$ cat src/rtl/device_req_arbiter_pkg.sv
// device_req_arbiter_pkg: shared arbiter state type and default timing constants
package device_req_arbiter_pkg;
  typedef enum logic [1:0] {ARB_IDLE, ARB_GRANT, ARB_GAP} arb_state_t;
  localparam int DEV_TIMEOUT_DEF = 32;
  localparam int DEV_GAP_DEF = 2;
endpackage

$ cat src/rtl/device_req_arbiter_if.sv
// device_req_arbiter_if: device request/grant bus plus the router DeviceReq/DeviceResp pair
//   dev_req     device -> arbiter, request level per device
//   dev_grant   arbiter -> device, one-hot ownership of the router
//   dev_ack     arbiter -> device, one-cycle response-delivered pulse
//   dev_timeout arbiter -> device, one-cycle grant-aborted pulse
//   DeviceReq   arbiter -> router, request level
//   DeviceResp  router -> arbiter, response pulse
interface device_req_arbiter_if #(parameter int N_DEV = 4);
  logic [N_DEV-1:0] dev_req;
  logic [N_DEV-1:0] dev_grant;
  logic [N_DEV-1:0] dev_ack;
  logic [N_DEV-1:0] dev_timeout;
  logic DeviceReq;
  logic DeviceResp;
  modport master (input dev_req, DeviceResp, output dev_grant, dev_ack, dev_timeout, DeviceReq);
  modport slave (output dev_req, DeviceResp, input dev_grant, dev_ack, dev_timeout, DeviceReq);
endinterface

$ cat src/rtl/device_req_arbiter_rr_pick.sv
// rr_pick: combinational round-robin picker, first set request after i_last (wrapping)
//   i_req    request vector
//   i_last   index of the previous winner
//   o_found  some request is set
//   o_idx    winning index
//   o_onehot winning index as a one-hot vector (zero when nothing found)
module rr_pick #(
  parameter int N = 4,
  localparam int IW = $clog2(N)
) (
  input  logic [N-1:0]  i_req,
  input  logic [IW-1:0] i_last,
  output logic          o_found,
  output logic [IW-1:0] o_idx,
  output logic [N-1:0]  o_onehot
);
  function automatic logic [IW-1:0] wrap(input int v);
    return IW'(v % N);
  endfunction
  always_comb begin
    o_found = 1'b0;
    o_idx = '0;
    for (int k = 1; k <= N; k++)
      if (!o_found && i_req[wrap(int'(i_last) + k)]) begin
        o_found = 1'b1;
        o_idx = wrap(int'(i_last) + k);
      end
  end
  assign o_onehot = o_found ? N'(1) << o_idx : '0;
endmodule

$ cat src/rtl/device_req_arbiter.sv
// device_req_arbiter: round-robin arbiter sharing one router DeviceReq among N_DEV devices
//   clk    rising-edge clock
//   reset  asynchronous active-high reset
//   bus    device_req_arbiter_if.master (device request/grant/ack/timeout, router req/resp)
module device_req_arbiter
  import device_req_arbiter_pkg::*;
#(
  parameter int N_DEV = 4,
  parameter int TIMEOUT = DEV_TIMEOUT_DEF,
  parameter int GAP_CYC = DEV_GAP_DEF
) (
  input logic clk,
  input logic reset,
  device_req_arbiter_if.master bus
);
  localparam int IW = $clog2(N_DEV);
  localparam int TW = $clog2(TIMEOUT);
  localparam int GW = $clog2(GAP_CYC + 1);
  arb_state_t r_state;
  logic [TW-1:0] r_timer;
  logic [GW-1:0] r_gap;
  logic [IW-1:0] r_last;
  logic [N_DEV-1:0] r_grant, r_ack, r_timeout;
  logic r_dreq;
  logic w_found;
  logic [IW-1:0] w_idx;
  logic [N_DEV-1:0] w_onehot;
  logic w_resp, w_keep, w_expired;
  rr_pick #(.N(N_DEV)) u_pick (
    .i_req(bus.dev_req),
    .i_last(r_last),
    .o_found(w_found),
    .o_idx(w_idx),
    .o_onehot(w_onehot)
  );
  // Priority inside GRANT: response, then withdrawal, then expiry.
  assign w_resp = bus.DeviceResp;
  assign w_keep = |(bus.dev_req & r_grant);
  assign w_expired = r_timer == TW'(TIMEOUT - 1);
  always_ff @(posedge clk or posedge reset)
    if (reset) begin
      r_state <= ARB_IDLE;
      r_timer <= '0;
      r_gap <= '0;
      r_last <= IW'(N_DEV - 1);
      r_grant <= '0;
      r_ack <= '0;
      r_timeout <= '0;
      r_dreq <= 1'b0;
    end else begin
      r_ack <= '0;
      r_timeout <= '0;
      case (r_state)
        ARB_IDLE:
          if (w_found) begin
            r_state <= ARB_GRANT;
            r_grant <= w_onehot;
            r_dreq <= 1'b1;
            r_last <= w_idx;
            r_timer <= '0;
          end
        ARB_GRANT:
          if (w_resp || !w_keep || w_expired) begin
            r_state <= ARB_GAP;
            r_grant <= '0;
            r_dreq <= 1'b0;
            r_gap <= '0;
            r_ack <= w_resp ? r_grant : '0;
            r_timeout <= (!w_resp && w_keep) ? r_grant : '0;
          end else
            r_timer <= r_timer + 1'b1;
        ARB_GAP:
          if (r_gap == GW'(GAP_CYC - 1))
            r_state <= ARB_IDLE;
          else
            r_gap <= r_gap + 1'b1;
        default: r_state <= ARB_IDLE;
      endcase
    end
  assign bus.dev_grant = r_grant;
  assign bus.dev_ack = r_ack;
  assign bus.dev_timeout = r_timeout;
  assign bus.DeviceReq = r_dreq;
endmodule
$ cat src/flat_wrapper.sv
// flat-port wrapper written by rule: the top's interface ports become plain ports
module device_req_arbiter_flat import device_req_arbiter_pkg::*;
#(
  parameter int N_DEV = 4,
  parameter int TIMEOUT = DEV_TIMEOUT_DEF,
  parameter int GAP_CYC = DEV_GAP_DEF
)
  (clk, reset, bus_dev_req, bus_DeviceResp, bus_dev_grant, bus_dev_ack, bus_dev_timeout, bus_DeviceReq);
  device_req_arbiter_if #(.N_DEV(N_DEV)) bus_i ();
  input logic clk;
  input logic reset;
  input wire logic [$bits(bus_i.dev_req)-1:0] bus_dev_req;
  input wire logic [$bits(bus_i.DeviceResp)-1:0] bus_DeviceResp;
  output wire logic [$bits(bus_i.dev_grant)-1:0] bus_dev_grant;
  output wire logic [$bits(bus_i.dev_ack)-1:0] bus_dev_ack;
  output wire logic [$bits(bus_i.dev_timeout)-1:0] bus_dev_timeout;
  output wire logic [$bits(bus_i.DeviceReq)-1:0] bus_DeviceReq;
  assign bus_i.dev_req = bus_dev_req;
  assign bus_i.DeviceResp = bus_DeviceResp;
  assign bus_dev_grant = bus_i.dev_grant;
  assign bus_dev_ack = bus_i.dev_ack;
  assign bus_dev_timeout = bus_i.dev_timeout;
  assign bus_DeviceReq = bus_i.DeviceReq;
  device_req_arbiter #(.N_DEV(N_DEV), .TIMEOUT(TIMEOUT), .GAP_CYC(GAP_CYC)) u_core (.clk(clk), .reset(reset), .bus(bus_i));
endmodule
$ cat config.mk
export PLATFORM = sky130hd
export DESIGN_NAME = device_req_arbiter_flat
export DESIGN_NICKNAME = d
export VERILOG_FILES = /design/src/rtl/device_req_arbiter_pkg.sv /design/src/rtl/device_req_arbiter_if.sv /design/src/rtl/device_req_arbiter_rr_pick.sv /design/src/rtl/device_req_arbiter.sv /design/src/flat_wrapper.sv
export SDC_FILE = /design/constraint.sdc
export NUM_CORES = 1
export LEC_CHECK = 0
export ABC_AREA = 1
export CAP_MARGIN = 20
export CELL_PAD_IN_SITES_DETAIL_PLACEMENT = 1
export CELL_PAD_IN_SITES_GLOBAL_PLACEMENT = 1
export CORE_MARGIN = 2
export CORE_UTILIZATION = 36
export DETAILED_ROUTE_END_ITERATION = 8
export PLACE_DENSITY_LB_ADDON = 0.1
export SLEW_MARGIN = 20
export SYNTH_ARGS = -nofsm -noshare
export SYNTH_HDL_FRONTEND = slang
export SYNTH_SLANG_ARGS = --single-unit
$ cat constraint.sdc
create_clock -name clk -period 2.03 [get_ports clk]
set_clock_uncertainty 0.2 [all_clocks]
set_input_delay 0.5075 -clock clk [delete_from_list [all_inputs] [get_ports clk]]
set_output_delay 0.5075 -clock clk [all_outputs]
set_load 0.01 [all_outputs]
==> flow_metrics.env <==
export IMPL_cp_max_fo=4
export IMPL_slowest_stage="clkdlybuf4s50_1"
export IMPL_ys_seq_elements=24
export IMPL_clk_root_buffer_cell="clkbuf_8"
export IMPL_grt_pass1_wl_mm=5.98
export IMPL_drt_wirelength_per_cell_um=13.3
export IMPL_drv_cap=0
export IMPL_syn_cell_area_mm2=0.00145
export IMPL_endpoint_kind="output pin"
export IMPL_timing_critical_path_from_type="flip-flop"
export IMPL_outcome="finished clean"
export IMPL_rsz_0062_raised_after_global_routing="false"
export IMPL_die_x_um=67.5
export IMPL_portBuffers=19
export IMPL_hold_violations=0
export IMPL_critical_path_max_stage_delay_ns=0.57
export IMPL_synthesis_instances=186
export IMPL_worst_endpoint_arrival_ns=1.25
export IMPL_drc_marker_count_from_the_first_detailed_route_iteration=33
export IMPL_synth_cell_types=25
export IMPL_h_tree_lvls=1
export IMPL_crit_chain="clkdlybuf4s50_1"
export IMPL_drc=0
export IMPL_syn_nets=199
export IMPL_smallest_hold_slack_ns=0.301
export IMPL_via_count_of_the_first_global_routing_pass=1359
export IMPL_worstSetupPathType="flip-flop to output pin"
export IMPL_die_area_mm2=0.00456
export IMPL_antenna_diode_count=0
export IMPL_setup_viol=0
export IMPL_floorplan_initialDensity=0.368
export IMPL_yosysWarningCount=0
export IMPL_cts_buffers_inserted=3
export IMPL_finalCoreUtilization=0.472
export IMPL_post_layout_total_power_mw=2.82
export IMPL_power_leakage_nw=0.959
export IMPL_final_period_minus_worst_setup_slack_ns=1.96
export IMPL_syn_avg_cell_area_um2=7.80
export IMPL_cts_hold_repair_buffers=0
export IMPL_vias=1293
export IMPL_fillCellCount=483
export IMPL_ys_seq_area_frac=0.416
export IMPL_grt_max_degree=25
export IMPL_worst_pin_slew_ns=0.320
export IMPL_globalRouteOverflowTotal=0
export IMPL_maxSlewViolCount=0
export IMPL_via_count_normalized_by_instance_count=4.88
export IMPL_rows=23
export IMPL_worstPathRequired_ns=1.32
export IMPL_cts_tree="yes"
export IMPL_die_y_um=67.5
export IMPL_critical_path_n_buffers_inverters=1
export IMPL_grt_use_total=0.173
export IMPL_hpwl_mm=2.88
export IMPL_grt_antenna_before_repair=0
export IMPL_first_pass_iters=4
export IMPL_finalWeightedCongestion=0.728
export IMPL_core_mm2=0.00394
export IMPL_critical_path_top_delay_family="buffers and inverters"
export IMPL_final_antenna_net_count=0
export IMPL_insertion_delay_ns=0.27
export IMPL_final_nets=229
export IMPL_part_of_the_cycle_the_worst_path_needs=0.966
export IMPL_clk_transition_reported_paths_ns=0.09
export IMPL_power_density_mw_per_mm2=1510
export IMPL_worst_hold_class="flip-flop to flip-flop"
export IMPL_maxClockFrequency_ghz=0.510
export IMPL_area_growth_synth_to_final_pct=28.3
export IMPL_drive_above_1_share=0.242
export IMPL_top_ports=20
export IMPL_power_ir_vdd_worst_mv=0.642
export IMPL_postRouteWirelength_mm=3.53
export IMPL_clk_path_buf_depth=2
export IMPL_maxSlewHeadroom=0.785
export IMPL_clock_sinks=24
## registers in the layout, summed over array words and instances (netlist names)
register	count
u_core.r_timer	5
u_core.r_last	2
u_core.r_gap	2
u_core.bus.dev_ack	4
u_core.r_state	2
u_core.bus.DeviceReq	1
u_core.bus.dev_timeout	4
u_core.bus.dev_grant	4
## final timing paths
kind                       slack [ns]                    start                   end  cells after the start
min in group asynchronous        0.41                    reset     u_core.r_timer[3]                      3
max in group asynchronous        0.92                    reset      u_core.r_last[1]                      3
min reg2reg                      0.30          u_core.r_gap[1]       u_core.r_gap[1]                      2
max                              0.07  u_core.bus.dev_grant[2]      bus_dev_grant[2]                      1
max reg2reg                      0.12         u_core.r_last[1]  u_core.bus.DeviceReq                     10
min                              0.30          u_core.r_gap[1]       u_core.r_gap[1]                      2
## power breakdown
part	total [mW]	internal [mW]	switching, mW
logic	1.68	0.618	1.07
clock network	0.419	0.264	0.156
registers	0.712	0.608	0.104
total	2.82	1.49	1.33
## logic make-up (layout without fill, tap and decap cells)
| kind of cell | Yosys count | in the layout | synth area share |
|---|---|---|---|
| adder cells (fa/ha/maj) | 6 | 6 | 0.0517 |
| AND/OR/NAND/NOR | 114 | 114 | 0.379 |
| flip-flops | 24 | 24 | 0.416 |
| buffers and inverters | 28 | 57 | 0.0879 |
| AO/OA/AOI/OAI | 14 | 14 | 0.0655 |
## layer usage
layer  GRT usage  share of wire  vias to the layer above
met1       0.210           0.43                      638
met3      0.0267          0.026                        4
met2       0.320           0.54                       11
li1            -              -                      640
met5           0              0                        -
met4      0.0383         0.0074                        0
## what timing repair did
item,CTS,global route
gates resized for setup,1,10
buffers inserted,0,2
pin swaps,0,1
setup endpoints to repair,2,14
## through the flow
stage | cell area, um^2 | instances | worst slack, ns | setup TNS [ns]
3_5_place_dp | 1730 | 259 | -0.253 | -3.20
6_report | 1860 | 265 | 0.0681 | 0
3_3_place_gp | 1730 | 259 | -0.168 | -2.26
5_1_grt | 1860 | 265 | 0.000263 | 0
4_1_cts | 1800 | 263 | 0.0210 | 0
2_1_floorplan | 1450 | 186 | 0.135 | 0
## Yosys cell counts
master | instances | area share
o21ai_2 | 5 | 0.030
a31oi_1 | 1 | 0.0043
nand3_2 | 2 | 0.014
nand2_1 | 61 | 0.16
nor2_2 | 1 | 0.0043
dfstp_2 | 2 | 0.036
nor3_1 | 4 | 0.014
clkbuf_1 | 1 | 0.0026
nand2_4 | 2 | 0.016
nor2_1 | 11 | 0.028
o31ai_1 | 2 | 0.010
nand2_2 | 14 | 0.060
ha_1 | 6 | 0.052
inv_8 | 1 | 0.0078
dfrtp_1 | 22 | 0.38
nor2_4 | 1 | 0.0078
or2_2 | 2 | 0.0086
nand4_1 | 3 | 0.013
nand4_4 | 1 | 0.015
a21oi_1 | 1 | 0.0034
inv_1 | 22 | 0.057
nand3_1 | 12 | 0.041
buf_6 | 2 | 0.016
inv_2 | 2 | 0.0052
o21ai_0 | 5 | 0.017
## cell usage in the layout, fill, tap and decap left out, drive strengths merged
cell type / count
a21oi: 1
a31oi: 1
buf: 9
bufinv: 1
clkbuf: 3
clkdlybuf4s50: 15
dfrtp: 22
dfstp: 2
dlymetal6s2s: 4
ha: 6
inv: 25
nand2: 77
nand3: 14
nand4: 4
nor2: 13
nor3: 4
o21ai: 10
o31ai: 2
or2: 2
## area by class of cell
class	count	area [um^2]	share of cell area
multi-input combinational	134	743	0.399
clock buffer	3	41.3	0.0222
tap	50	62.6	0.0336
clock inverter	1	30.0	0.0161
inverter	25	101	0.0544
timing repair buffer	28	280	0.151
sequential	24	603	0.324
No activity file was read; power rests on OpenSTA's default activity.
